<file path="config.mk">
export PLATFORM = sky130hd
export DESIGN_NAME = channel_multi_cc_filtered
export DESIGN_NICKNAME = d
export VERILOG_FILES = /design/src/rtl/channel_pkg.sv /design/src/rtl/channel_multi_cc_filtered_ring_buffer.sv /design/src/rtl/channel_multi_cc_filtered.sv
export SDC_FILE = /design/constraint.sdc
export NUM_CORES = 1
export LEC_CHECK = 0
export ABC_AREA = 1
export CORE_MARGIN = 1
export CORE_UTILIZATION = 33
export CTS_CLUSTER_DIAMETER = 150
export DETAILED_ROUTE_END_ITERATION = 8
export GPL_ROUTABILITY_DRIVEN = 0
export PLACE_DENSITY = 0.55
export SYNTH_ARGS = -nofsm -noshare
export SYNTH_HDL_FRONTEND = slang
export SYNTH_SLANG_ARGS = --single-unit
</file>
<file path="constraint.sdc">
create_clock -name clk -period 3.2 [get_ports clk]
set_input_delay 0.32 -clock clk [delete_from_list [all_inputs] [get_ports clk]]
set_output_delay 0.32 -clock clk [all_outputs]
set_load 0.02 [all_outputs]
</file>
<file path="src/rtl/channel_pkg.sv">
// rtl/channel_pkg.sv - shared types and saturating arithmetic for the per-CC thread channel
//
// Purpose: entry types for the channel ({pc, cc_id}) at the default widths, and a
// saturating add used by the latency estimator and the drop counter.
// Ports: none (package).

package channel_pkg;

  localparam int unsigned PC_WIDTH_DEFAULT   = 8;
  localparam int unsigned CC_ID_BITS_DEFAULT = 2;

  typedef logic [CC_ID_BITS_DEFAULT-1:0] cc_id_t;
  typedef logic [PC_WIDTH_DEFAULT-1:0]   pc_t;

  typedef struct packed {
    pc_t    pc;
    cc_id_t cc_id;
  } channel_entry_t;

  // value + amount, clamped to the all-ones value of a width-bit field.
  // The sum is formed one bit wider than the operands so it cannot wrap.
  // Callers pass zero-extended operands and cast the result back to width bits.
  function automatic logic [31:0] sat_inc(input logic [31:0] value,
                                          input logic [31:0] amount,
                                          input int unsigned width);
    logic [32:0] sum;
    logic [32:0] max_val;
    sum     = {1'b0, value} + {1'b0, amount};
    max_val = (33'd1 << width) - 33'd1;
    if (sum > max_val) begin
      return max_val[31:0];
    end
    return sum[31:0];
  endfunction

endpackage

</file>
<file path="src/rtl/channel_multi_cc_filtered_ring_buffer.sv">
// rtl/channel_multi_cc_filtered_ring_buffer.sv - FWFT ring buffer storage for the channel
//
// Purpose: circular storage with read/write pointers and an occupancy count.
// The head entry is presented combinationally (first-word fall-through).
// Ports:
//   clk, rst      clock, asynchronous active-high reset
//   write         store wr_data at the write pointer (never asserted when full)
//   pop           retire the head entry (never asserted when empty)
//   wr_data       entry to store
//   rd_data       current head entry, mem[rd_ptr]
//   count         registered occupancy
//   full, empty   derived from count

module channel_ring_buffer #(
  parameter int unsigned DATA_WIDTH  = 10,
  parameter int unsigned DEPTH_LOG2  = 4,
  parameter int unsigned COUNT_WIDTH = 5
) (
  input  logic                   clk,
  input  logic                   rst,
  input  logic                   write,
  input  logic                   pop,
  input  logic [DATA_WIDTH-1:0]  wr_data,
  output logic [DATA_WIDTH-1:0]  rd_data,
  output logic [COUNT_WIDTH-1:0] count,
  output logic                   full,
  output logic                   empty
);

  localparam int unsigned DEPTH = 2 ** DEPTH_LOG2;

  logic [DATA_WIDTH-1:0] mem [DEPTH];
  logic [DEPTH_LOG2-1:0] wr_ptr;
  logic [DEPTH_LOG2-1:0] rd_ptr;

  // Storage carries no reset; occupancy is tracked solely by count.
  always_ff @(posedge clk) begin
    if (write) begin
      mem[wr_ptr] <= wr_data;
    end
  end

  // Pointers are exactly DEPTH_LOG2 bits wide, so wrap-around is implicit.
  always_ff @(posedge clk or posedge rst) begin
    if (rst) begin
      wr_ptr <= '0;
      rd_ptr <= '0;
      count  <= '0;
    end else begin
      if (write) begin
        wr_ptr <= wr_ptr + 1'b1;
      end
      if (pop) begin
        rd_ptr <= rd_ptr + 1'b1;
      end
      case ({write, pop})
        2'b10:   count <= count + 1'b1;
        2'b01:   count <= count - 1'b1;
        default: count <= count;
      endcase
    end
  end

  assign rd_data = mem[rd_ptr];
  assign full    = (count == COUNT_WIDTH'(DEPTH));
  assign empty   = (count == '0);

endmodule

</file>
<file path="src/rtl/channel_multi_cc_filtered.sv">
// rtl/channel_multi_cc_filtered.sv - per-CC thread channel with kill filtering and latency estimate
//
// Purpose: buffers {pc, cc_id} entries, tracks which contexts have stored entries,
// estimates wait latency for upstream arbitration and discards entries of cancelled
// contexts both at the input and at the head.
// Ports:
//   clk, rst       clock, asynchronous active-high reset
//   in_valid/in_ready/in_data     upstream entry handshake, data = {pc, cc_id}
//   in_latency     estimated wait cycles for a newly pushed entry
//   out_valid/out_ready/out_data  downstream head handshake
//   out_latency    downstream latency estimate
//   kill_mask      level, bit i cancels cc_id i
//   present_cc_id  bit i set while any stored entry has cc_id i
//   almost_full    count >= DEPTH - AF_MARGIN
//   drop_count     saturating count of entries discarded by kill_mask

module channel_multi_cc_filtered
  import channel_pkg::*;
#(
  parameter int unsigned PC_WIDTH            = 8,
  parameter int unsigned CC_ID_BITS          = 2,
  parameter int unsigned DEPTH_LOG2          = 4,
  parameter int unsigned CHANNEL_COUNT_WIDTH = 5,
  parameter int unsigned LATENCY_COUNT_WIDTH = 10,
  parameter int unsigned AF_MARGIN           = 2,
  parameter int unsigned DROP_COUNT_WIDTH    = 16
) (
  input  logic                           clk,
  input  logic                           rst,
  input  logic                           in_valid,
  output logic                           in_ready,
  input  logic [PC_WIDTH+CC_ID_BITS-1:0] in_data,
  output logic [LATENCY_COUNT_WIDTH-1:0] in_latency,
  output logic                           out_valid,
  input  logic                           out_ready,
  output logic [PC_WIDTH+CC_ID_BITS-1:0] out_data,
  input  logic [LATENCY_COUNT_WIDTH-1:0] out_latency,
  input  logic [2**CC_ID_BITS-1:0]       kill_mask,
  output logic [2**CC_ID_BITS-1:0]       present_cc_id,
  output logic                           almost_full,
  output logic [DROP_COUNT_WIDTH-1:0]    drop_count
);

  localparam int unsigned DATA_WIDTH = PC_WIDTH + CC_ID_BITS;
  localparam int unsigned NUM_CC     = 2 ** CC_ID_BITS;
  localparam int unsigned DEPTH      = 2 ** DEPTH_LOG2;
  localparam int unsigned AF_LEVEL   = DEPTH - AF_MARGIN;

  logic [CHANNEL_COUNT_WIDTH-1:0] count;
  logic                           full;
  logic                           empty;
  logic [DATA_WIDTH-1:0]          head_data;
  logic [CC_ID_BITS-1:0]          in_cc;
  logic [CC_ID_BITS-1:0]          head_cc;
  logic                           push;
  logic                           in_kill;
  logic                           write;
  logic                           head_kill;
  logic                           pop;
  logic [1:0]                     drop_amt;
  logic [LATENCY_COUNT_WIDTH-1:0] old_latency;

  assign in_cc   = in_data[CC_ID_BITS-1:0];
  assign head_cc = head_data[CC_ID_BITS-1:0];

  // in_ready depends only on registered count: no pass-through when full.
  assign in_ready = !full;
  assign push     = in_valid && in_ready;

  // A killed input is still accepted (handshake completes) but never stored.
  assign in_kill = push && kill_mask[in_cc];
  assign write   = push && !kill_mask[in_cc];

  // A killed head is retired without waiting for out_ready, one per cycle.
  assign head_kill = !empty && kill_mask[head_cc];
  assign out_valid = !empty && !head_kill;
  assign pop       = (out_valid && out_ready) || head_kill;
  assign out_data  = head_data;

  channel_ring_buffer #(
    .DATA_WIDTH  (DATA_WIDTH),
    .DEPTH_LOG2  (DEPTH_LOG2),
    .COUNT_WIDTH (CHANNEL_COUNT_WIDTH)
  ) u_ring (
    .clk     (clk),
    .rst     (rst),
    .write   (write),
    .pop     (pop),
    .wr_data (in_data),
    .rd_data (head_data),
    .count   (count),
    .full    (full),
    .empty   (empty)
  );

  // Per-CC occupancy counters; bounded by DEPTH so they cannot overflow.
  for (genvar i = 0; i < NUM_CC; i++) begin : g_cc
    logic                           inc;
    logic                           dec;
    logic [CHANNEL_COUNT_WIDTH-1:0] cnt;

    assign inc = write && (in_cc == CC_ID_BITS'(i));
    assign dec = pop && (head_cc == CC_ID_BITS'(i));

    always_ff @(posedge clk or posedge rst) begin
      if (rst) begin
        cnt <= '0;
      end else begin
        case ({inc, dec})
          2'b10:   cnt <= cnt + 1'b1;
          2'b01:   cnt <= cnt - 1'b1;
          default: cnt <= cnt;
        endcase
      end
    end

    assign present_cc_id[i] = (cnt != '0);
  end

  // Input discard and head drop can coincide, so the drop counter may step by 2.
  assign drop_amt = {1'b0, in_kill} + {1'b0, head_kill};

  always_ff @(posedge clk or posedge rst) begin
    if (rst) begin
      drop_count  <= '0;
      old_latency <= LATENCY_COUNT_WIDTH'(1);
    end else begin
      drop_count  <= DROP_COUNT_WIDTH'(sat_inc(32'(drop_count), 32'(drop_amt),
                                               DROP_COUNT_WIDTH));
      old_latency <= LATENCY_COUNT_WIDTH'(sat_inc(32'(out_latency), 32'd1,
                                                  LATENCY_COUNT_WIDTH));
    end
  end

  assign in_latency  = LATENCY_COUNT_WIDTH'(sat_inc(32'(old_latency), 32'(count),
                                                    LATENCY_COUNT_WIDTH));
  assign almost_full = (count >= CHANNEL_COUNT_WIDTH'(AF_LEVEL));

endmodule

</file>
==> flow_summary.yaml, run 1 <==
status:
  status: "finished clean"
place:
  dpl.hpwl_microns: 16200
  placed_area_sq_mm: 0.0119
  place_ws_ps: -225
  io_buffer_count: 70
  place_inst: 1493
critical_path:
  startpoint_type: "register"
  critPathCaptureType: "output pin"
  cp_max_fo: 3
  path_delay_family: "flip-flops"
  required_ps: 2880
  path_cells: "ha_4 > inv_4 > fa_2 > nor2_4 > nor2_2 > o21bai_1 > nand2_1 > a21boi_2 > nand2_2 > buf_6 > nor2_4 > nand3_2 > o21ai_1 > inv_1 > buf_6"
  crit_buf_inv: 4
  path_class: "reg2out"
  cpPeakStageDelay_ps: 540
  critPathArrivalTime_ps: 2800
  cp_slowest_cell: "dfstp_2"
floorplanning:
  core-area_sq_mm: 0.0306
  die_x_microns: 178
  die_height_microns: 178
  initial_utilization: 0.336
  rows: 64
  ios: 71
  dieArea_sq_mm: 0.0318
clock_tree:
  cts_tree: "yes"
  cts-root-buf: "clkbuf_16"
  insertion_delay_ps: 530
  clk_pin_slew_worst_paths_ps: 50
  numCtsBuffers: 25
  clock_path_buffers: 3
  clock_sinks: 219
  h-tree-depth: 1
global_route:
  antenna_found_initial: 0
  grt_max_degree: 43
  grt_util_all_layers: 0.157
  grt_pass1_wl_microns: 38300
  overflow: 0
  grt_pass1_vias: 7200
layout:
  area_growth_pct: 26.5
  layoutNonFillerInstCount: 1552
  final_area_sq_mm: 0.0130
  layout_commonest_cell: "edfxtp_1"
  final_util: 0.425
  num-fill-cells: 2936
  layout_common_cells: "160 x edfxtp_1, 140 x nand2_1, 139 x nor2_1"
  antenna_cells: 0
  nNetsFinal: 1206
  drive_gt1_frac: 0.178
sta:
  finalSetupViolations: 0
  skew_ps: 24.7
  tightest_slew_ps: 663
  slew_headroom: 0.557
  post-route-period-util: 0.975
  rsz0062_at_grt: "yes"
  final_max_slew_viol_count: 0
  fmax_mhz: 320
  fin_crit_ps: 3120
  hold_violations: 0
  setup_ws_ps: 78.9
  worst_hold_slack_ps: 456
logic_synthesis:
  ys_ff_latch: 219
  yosys.area_share.simple: 0.149
  synth_mux_area_frac: 0
  synth.area.top_cells: "edfxtp_1 47%, dfrtp_1 14%, nor2_1 5.6%"
  synth_top_cell_by_area: "edfxtp_1"
  synth-xor-area-share: 0.0273
  synth_top_cell_area_share: 0.468
  syn_inst: 984
  synth_top_family_by_area: "simple AND/OR/NAND/NOR gates"
  synth_compound_area_frac: 0.102
  synth.avg_cell_area_sq_um: 10.4
  yosysWarnings: 0
  ys_types: 38
  yosysSeqAreaShare: 0.612
  synth_nets: 1052
  syn_area_sq_mm: 0.0103
  synthAdderAreaFrac: 0.0539
route:
  drt_wl_total_microns: 24500
  vias_per_cell: 4.79
  first_pass_iters: 8
  drt_iter0_markers: 401
  vias: 7438
  wl_per_cell_microns: 15.8
  ant_nets: 0
  drc: 0
pwr:
  leakage_nw: 5.32
  peakVddDrop_uv: 587
  power.density_mw_per_mm2: 994
job:
  cap_violations: 0
min_path:
  hold_path_class: "in2reg"
==> flip-flops by register name, summed over array words and instances (netlist names) <==
| signal | cells |
|---|---|
| u_ring.count | 5 |
| u_ring.rd_ptr | 4 |
| u_ring.mem | 160 |
| old_latency | 10 |
| u_ring.wr_ptr | 4 |
| drop_count | 16 |
| g_cc.cnt | 20 |
==> Yosys cell counts <==
cell,count
edfxtp_1,160
nor2_1,153
nand2_1,144
inv_1,105
o21ai_0,93
dfrtp_1,58
nand3_1,50
ha_1,33
o221ai_1,26
a21oi_1,25
xor2_1,22
clkbuf_1,18
buf_2,11
o211ai_1,10
xnor2_1,10
nor3_1,8
fa_1,7
inv_2,6
o22ai_1,6
o21ai_1,5
a31oi_1,4
nand2_2,3
nor4_1,3
o21bai_1,3
a31o_2,2
buf_4,2
buf_6,2
nand2_4,2
nand3_2,2
nand4_1,2
or2_2,2
a211oi_1,1
a21boi_1,1
a21o_1,1
buf_1,1
dfstp_2,1
nand3b_1,1
nor3_2,1
==> worst register-to-register path, stage by stage, from the launching register on <==
cell	delay, ps
dfrtp_2	420
buf_4	180
nor2_1	110
nor2_1	50
o21ai_1	80
nand3_1	80
nand3_1	110
nand2_2	100
buf_4	140
buf_4	140
buf_4	130
nand2_1	50
nor2_1	40
ha_2	190
buf_4	140
ha_1	280
a21oi_1	170
nor2_1	50
nor2_1	120
nand2_1	70
nand2_1	80
nor2_2	40
xor2_1	140
==> through the flow <==
stage                     power (mW)  setup TNS (ps)
after CTS                       12.6               0
after detailed placement        9.70           -2430
final                           12.9               0
after global placement          9.62           -1900
after floorplan                 7.59               0
after global routing            14.0            -665
==> logic make-up (layout without fill, tap and decap cells) <==
| kind of cell | after synthesis | count (layout) |
|---|---|---|
| buf+inv | 145 | 317 |
| simple gates | 371 | 371 |
| xor+xnor | 32 | 32 |
| fa+ha+maj | 40 | 40 |
| compound gates | 177 | 177 |
| flops | 219 | 219 |
==> cell type report <==
class | instances | area [sq um] | share of cell area
clock buffer | 34 | 659 | 0.0508
multi-input combinational | 620 | 3630 | 0.280
clock inverter | 11 | 133 | 0.0102
tap | 396 | 495 | 0.0381
inverter | 111 | 419 | 0.0323
timing repair buffer | 161 | 1370 | 0.105
sequential | 219 | 6280 | 0.484
==> final timing paths <==
| kind | startpoint | end | slack, ps | cells past startpoint |
|---|---|---|---|---|
| setup / recovery | old_latency[0] | in_latency[8] | 80 | 15 |
| hold / removal | out_latency[9] | old_latency[9] | 460 | 3 |
| setup reg to reg | u_ring.rd_ptr[0] | g_cc[3].cnt[4] | 160 | 22 |
| hold reg to reg | g_cc[1].cnt[4] | g_cc[1].cnt[4] | 470 | 1 |
| max in group asynchronous | rst | old_latency[0] | 1960 | 4 |
| min in group asynchronous | rst | drop_count[14] | 550 | 3 |
==> repair_timing <==
item,4_1_cts,5_1_grt
buffers inserted,4,9
endpoints found under the hold margin,5,0
endpoints found under the setup margin,24,36
pin swaps,6,21
resized for setup,43,78
hold buffers,1,0
==> per-layer routing <==
metal	global-route usage	vias up	wire, microns
met1	0.213	3552	11300
met5	0	-	0
met2	0.255	175	11400
li1	-	3675	-
met4	0.0395	0	548
met3	0.0305	36	1310
==> where the power goes <==
part           internal, mW  total [mW]  switching [mW]
Clock                  1.68        2.80            1.12
Sequential             3.45        3.74           0.293
Combinational          2.66        6.37            3.70
Total                  7.79        12.9            5.12
Power figures use the tool's default switching activity.
==> run 2: changes to the inputs <==
Settings changed: MAX_ROUTING_LAYER from default to met4.
==> flow_summary.yaml, run 2 (synthesized netlist as in run 1, its figures left out) <==
status:
  status: "finished clean"
route:
  drt_wl_total_microns: 24600
  wl_per_cell_microns: 15.9
  first_pass_iters: 5
  vias_per_cell: 4.81
  ant_nets: 0
  vias: 7468
  drt_iter0_markers: 417
  drc: 0
clock_tree:
  insertion_delay_ps: 530
  clk_pin_slew_worst_paths_ps: 50
  cts_tree: "yes"
  numCtsBuffers: 25
  clock_path_buffers: 3
  cts-root-buf: "clkbuf_16"
  clock_sinks: 219
  h-tree-depth: 1
floorplanning:
  die_height_microns: 178
  core-area_sq_mm: 0.0306
  die_x_microns: 178
  dieArea_sq_mm: 0.0318
  rows: 64
  initial_utilization: 0.336
  ios: 71
global_route:
  antenna_found_initial: 0
  grt_pass1_wl_microns: 38300
  grt_max_degree: 43
  grt_pass1_vias: 7197
  overflow: 0
  grt_util_all_layers: 0.161
layout:
  largest_reg_flops: 160
  drive_gt1_frac: 0.187
  layout_common_cells: "160 x edfxtp_1, 140 x nand2_1, 135 x nor2_1"
  antenna_cells: 0
  layout_commonest_cell: "edfxtp_1"
  regMostFlops: "u_ring.mem"
  final_util: 0.427
  nNetsFinal: 1207
  area_growth_pct: 27.1
  top_regs: "u_ring.mem: 160 flops, g_cc.cnt: 20 flops, drop_count: 16 flops"
critical_path:
  worst_r2r_path_depth: 26
  cpPeakStageDelay_ps: 540
  path_depth: 15
  cp_max_fo: 3
  path_delay_family: "flip-flops"
  cp_slowest_cell: "dfstp_2"
  crit_buf_inv: 4
  required_ps: 2880
  path_cells: "ha_4 > inv_4 > fa_2 > nor2_4 > nor2_2 > o21bai_1 > nand2_1 > a21boi_2 > nand2_2 > buf_6 > nor2_4 > nand3_2 > o21ai_1 > inv_1 > buf_6"
  critPathCaptureType: "output pin"
  critPathArrivalTime_ps: 2810
  startpoint_type: "register"
  path_class: "reg2out"
sta:
  final_max_slew_viol_count: 0
  worst_hold_slack_ps: 455
  fmax_mhz: 320
  finalSetupViolations: 0
  post-route-period-util: 0.977
  fin_crit_ps: 3130
  slew_headroom: 0.552
  setup-tns-final_ps: 0
  hold_violations: 0
  skew_ps: 24.0
  rsz0062_at_grt: "yes"
  tightest_slew_ps: 669
min_path:
  hold_path_depth: 3
  hold_path_class: "in2reg"
place:
  dpl.hpwl_microns: 16200
  io_buffer_count: 70
job:
  cap_violations: 0
pwr:
  leakage_nw: 5.33
  power.density_mw_per_mm2: 1000
  fin_total_pwr_mw: 13.1
  peakVddDrop_uv: 592
## run 2: cell types whose count changed in the layout (fill, tap and decap cells not counted), sizes merged
cell / previous run / this run
buf: 98 / 99
## run 2: final timing paths
check                                 startpoint              to  slack (ps)
worst min-delay path              out_latency[9]  old_latency[9]         450
worst max register to register  u_ring.rd_ptr[0]  drop_count[14]         160
worst min register to register    g_cc[2].cnt[4]  g_cc[2].cnt[4]         470
max in group asynchronous                    rst  old_latency[0]        1960
min in group asynchronous                    rst  drop_count[14]         550
worst max-delay path              old_latency[0]   in_latency[8]          70
## run 2: area by class of cell
type,instances,area [sq um]
Fill cell,2934,17500
Sequential cell,219,6280
Multi-Input combinational cell,620,3680
Timing Repair Buffer,162,1380
Clock buffer,34,659
Tap cell,396,495
Inverter,111,419
Clock inverter,11,133
## run 2: metal layers
layer  GRT usage  part of all wire  vias up
li1            -                 -     3675
met1       0.215              0.46     3569
met2       0.254              0.47      187
met3      0.0286             0.055       37
met4      0.0395             0.022        0
met5           -                 0        -
## run 2: worst min-delay path: cells and delay by family
family        cells  cell delay [ps]
simple gates      1               60
buf+inv           1              480
xor+xnor          1               70
## run 2: metrics by stage
stage	cells	setup WS [ps]	area [sq um]
after floorplan	984	174	10300
after global placement	1493	-165	11900
after detailed placement	1493	-225	11900
after CTS	1543	6.11	12700
after global routing	1553	-140	13000
final	1553	74.4	13000
## run 2: timing repair
action | 4_1_cts | 5_1_grt
resized for setup | 43 | 90
hold buffers | 1 | 0
endpoints found under the hold margin | 5 | 0
setup endpoints to repair | 24 | 36
buffers inserted | 4 | 10
pin swaps | 6 | 25
## run 2: power breakdown
part           internal [mW]  switching (mW)  leakage (nW)
clock                   1.68            1.12         0.382
sequential              3.45           0.298          2.14
combinational           2.75            3.77          2.80
==> run 3: changes to the inputs <==
Settings changed: CTS_BUF_LIST from default to sky130_fd_sc_hd__clkbuf_16, PLACE_DENSITY 0.55 to 0.57.
Clock period 3.2 ns to 2.71 ns, I/O delays scaled along.
==> flow_summary.yaml, run 3 (synthesized netlist as in run 1, its figures left out) <==
global_route:
  grt_pass1_wl_microns: 39800
  grt_pass1_vias: 7662
  antenna_found_initial: 0
  grt_max_degree: 65
  grt_util_all_layers: 0.166
  overflow: 0
layout:
  nNetsFinal: 1253
  largest_reg_flops: 160
  antenna_cells: 0
  drive_gt1_frac: 0.292
  final_util: 0.461
  layout_commonest_cell: "edfxtp_1"
  regMostFlops: "u_ring.mem"
  layout_common_cells: "160 x edfxtp_1, 135 x nor2_1, 116 x nand2_1"
  area_growth_pct: 37.3
  top_regs: "u_ring.mem: 160 flops, g_cc.cnt: 20 flops, drop_count: 16 flops"
  final_area_sq_mm: 0.0141
clock_tree:
  cts_tree: "yes"
  clock_path_buffers: 3
  cts-root-buf: "clkbuf_16"
  insertion_delay_ps: 540
  holdBufCountCts: 0
  clock_sinks: 219
  numCtsBuffers: 25
  clk_pin_slew_worst_paths_ps: 60
  h-tree-depth: 1
min_path:
  hold_path_class: "in2async"
critical_path:
  cp_max_fo: 5
  worstSetupStartpoint: "old_latency[0]"
  required_ps: 2440
  path_delay_family: "flip-flops"
  path_cells: "ha_4 > inv_2 > fa_2 > nor2_4 > nor2_1 > o21bai_1 > nand2_1 > a21boi_2 > nand2_1 > nor2_1 > buf_4 > inv_6 > buf_6 > nand2_4 > buf_6"
  critPathArrivalTime_ps: 2860
  crit_buf_inv: 5
  cpPeakStageDelay_ps: 540
  path_class: "reg2out"
  cp_slowest_cell: "dfstp_2"
  startpoint_type: "register"
  reg2reg_from: "u_ring.rd_ptr[0]"
  critPathCaptureType: "output pin"
sta:
  setup_ws_ps: -423
  fmax_mhz: 319
  slew_headroom: 0.580
  rsz0062_at_grt: "yes"
  hold_violations: 0
  post-route-period-util: 1.16
  fin_crit_ps: 3130
  tightest_slew_ps: 628
  skew_ps: 26.9
  finalSetupViolations: 41
  setup-tns-final_ps: -11120
  final_max_slew_viol_count: 0
floorplanning:
  die_height_microns: 178
  ios: 71
  die_x_microns: 178
  rows: 64
  core-area_sq_mm: 0.0306
  initial_utilization: 0.336
  dieArea_sq_mm: 0.0318
pwr:
  seq_power_share: 0.251
  power.share.clock: 0.187
  power.share.switching: 0.400
  power.density_mw_per_mm2: 1260
  leakage_nw: 5.71
  p_switching_mw: 7.10
  fin_total_pwr_mw: 17.7
  peakVddDrop_uv: 849
  pwr-share-comb: 0.562
  internal_power_mw: 10.7
route:
  wl_per_cell_microns: 15.9
  route.met2.wl_microns: 12300
  drt_iter0_markers: 463
  dr_wl_met3_microns: 1260
  drc: 0
  vias_per_cell: 4.81
  routed.top_layer: "met4"
  drt_wl_total_microns: 25400
  first_pass_iters: 4
  ant_nets: 0
  vias: 7699
  wl_met1_microns: 11400
status:
  violations: "setup timing"
  status: "complete, but fails checks"
place:
  io_buffer_count: 70
  placed_area_sq_mm: 0.0121
  dpl.hpwl_microns: 15500
job:
  cap_violations: 0
run 3: changes by cell type in the layout (fill, tap and decap cells not counted), sizes merged:
cell,before,now
clkinv,6,8
dlygate4sd2,0,3
inv,112,121
clkdlybuf4s50,59,49
clkdlybuf4s15,0,2
dlygate4sd3,1,0
clkbuf,36,30
buf,99,148
dlymetal6s2s,1,0
run 3: power groups by stage:
stage                     clock (mW)  combinational (mW)  sequential (mW)
after floorplan                    0                4.61             4.47
after global placement             0                7.35             4.46
after detailed placement           0                7.48             4.46
after CTS                       3.39                8.94             4.44
after global routing            3.53                11.0             4.51
final                           3.32                9.97             4.46
run 3: tightest hold or removal path, cell delays in order:
cell and delay, ps:
clkdlybuf4s50_1 410, inv_2 70, buf_12 290
run 3: metal layers:
layer / vias to the layer above / GRT usage
met5: - / -
met4: 0 / 0.0395
met3: 40 / 0.0241
met2: 179 / 0.272
met1: 3706 / 0.215
li1: 3774 / -
run 3: area by class of cell:
type,instances,area [sq um]
repair buffers,207,1920
multi-input cells,620,4120
repair inverters,1,16.3
fillers,2817,16500
flip-flops and latches,219,6280
well taps,396,495
clock buffers,25,626
clock inverters,21,184
inverters,111,453
run 3: worst paths after layout:
path / to / slack (ps) / cells past startpoint
setup / recovery: in_latency[4] / -420 / 15
hold / removal: u_ring.count[3] / 110 / 3
setup reg to reg: drop_count[2] / -360 / 23
hold reg to reg: g_cc[3].cnt[4] / 460 / 1
max in group asynchronous: old_latency[0] / 2300 / 3
min in group clk: old_latency[0] / 340 / 2
run 3: metrics by stage:
| stage | setup slack (ps) | cells | hold slack, ps |
|---|---|---|---|
| final | -423 | 1600 | 106 |
| after global routing | -570 | 1600 | 155 |
| after CTS | -418 | 1589 | 113 |
| after detailed placement | -420 | 1516 | 460 |
| after global placement | -403 | 1516 | 457 |
| after floorplan | -186 | 984 | 314 |
run 3: timing repair:
| action | in CTS | in global routing |
|---|---|---|
| pin swaps | 65 | 62 |
| gates resized for setup | 215 | 100 |
| endpoints found under the hold margin | 0 | 0 |
| buffers inserted | 27 | 14 |
| cloned | 3 | 0 |
| endpoints found under the setup margin | 53 | 55 |
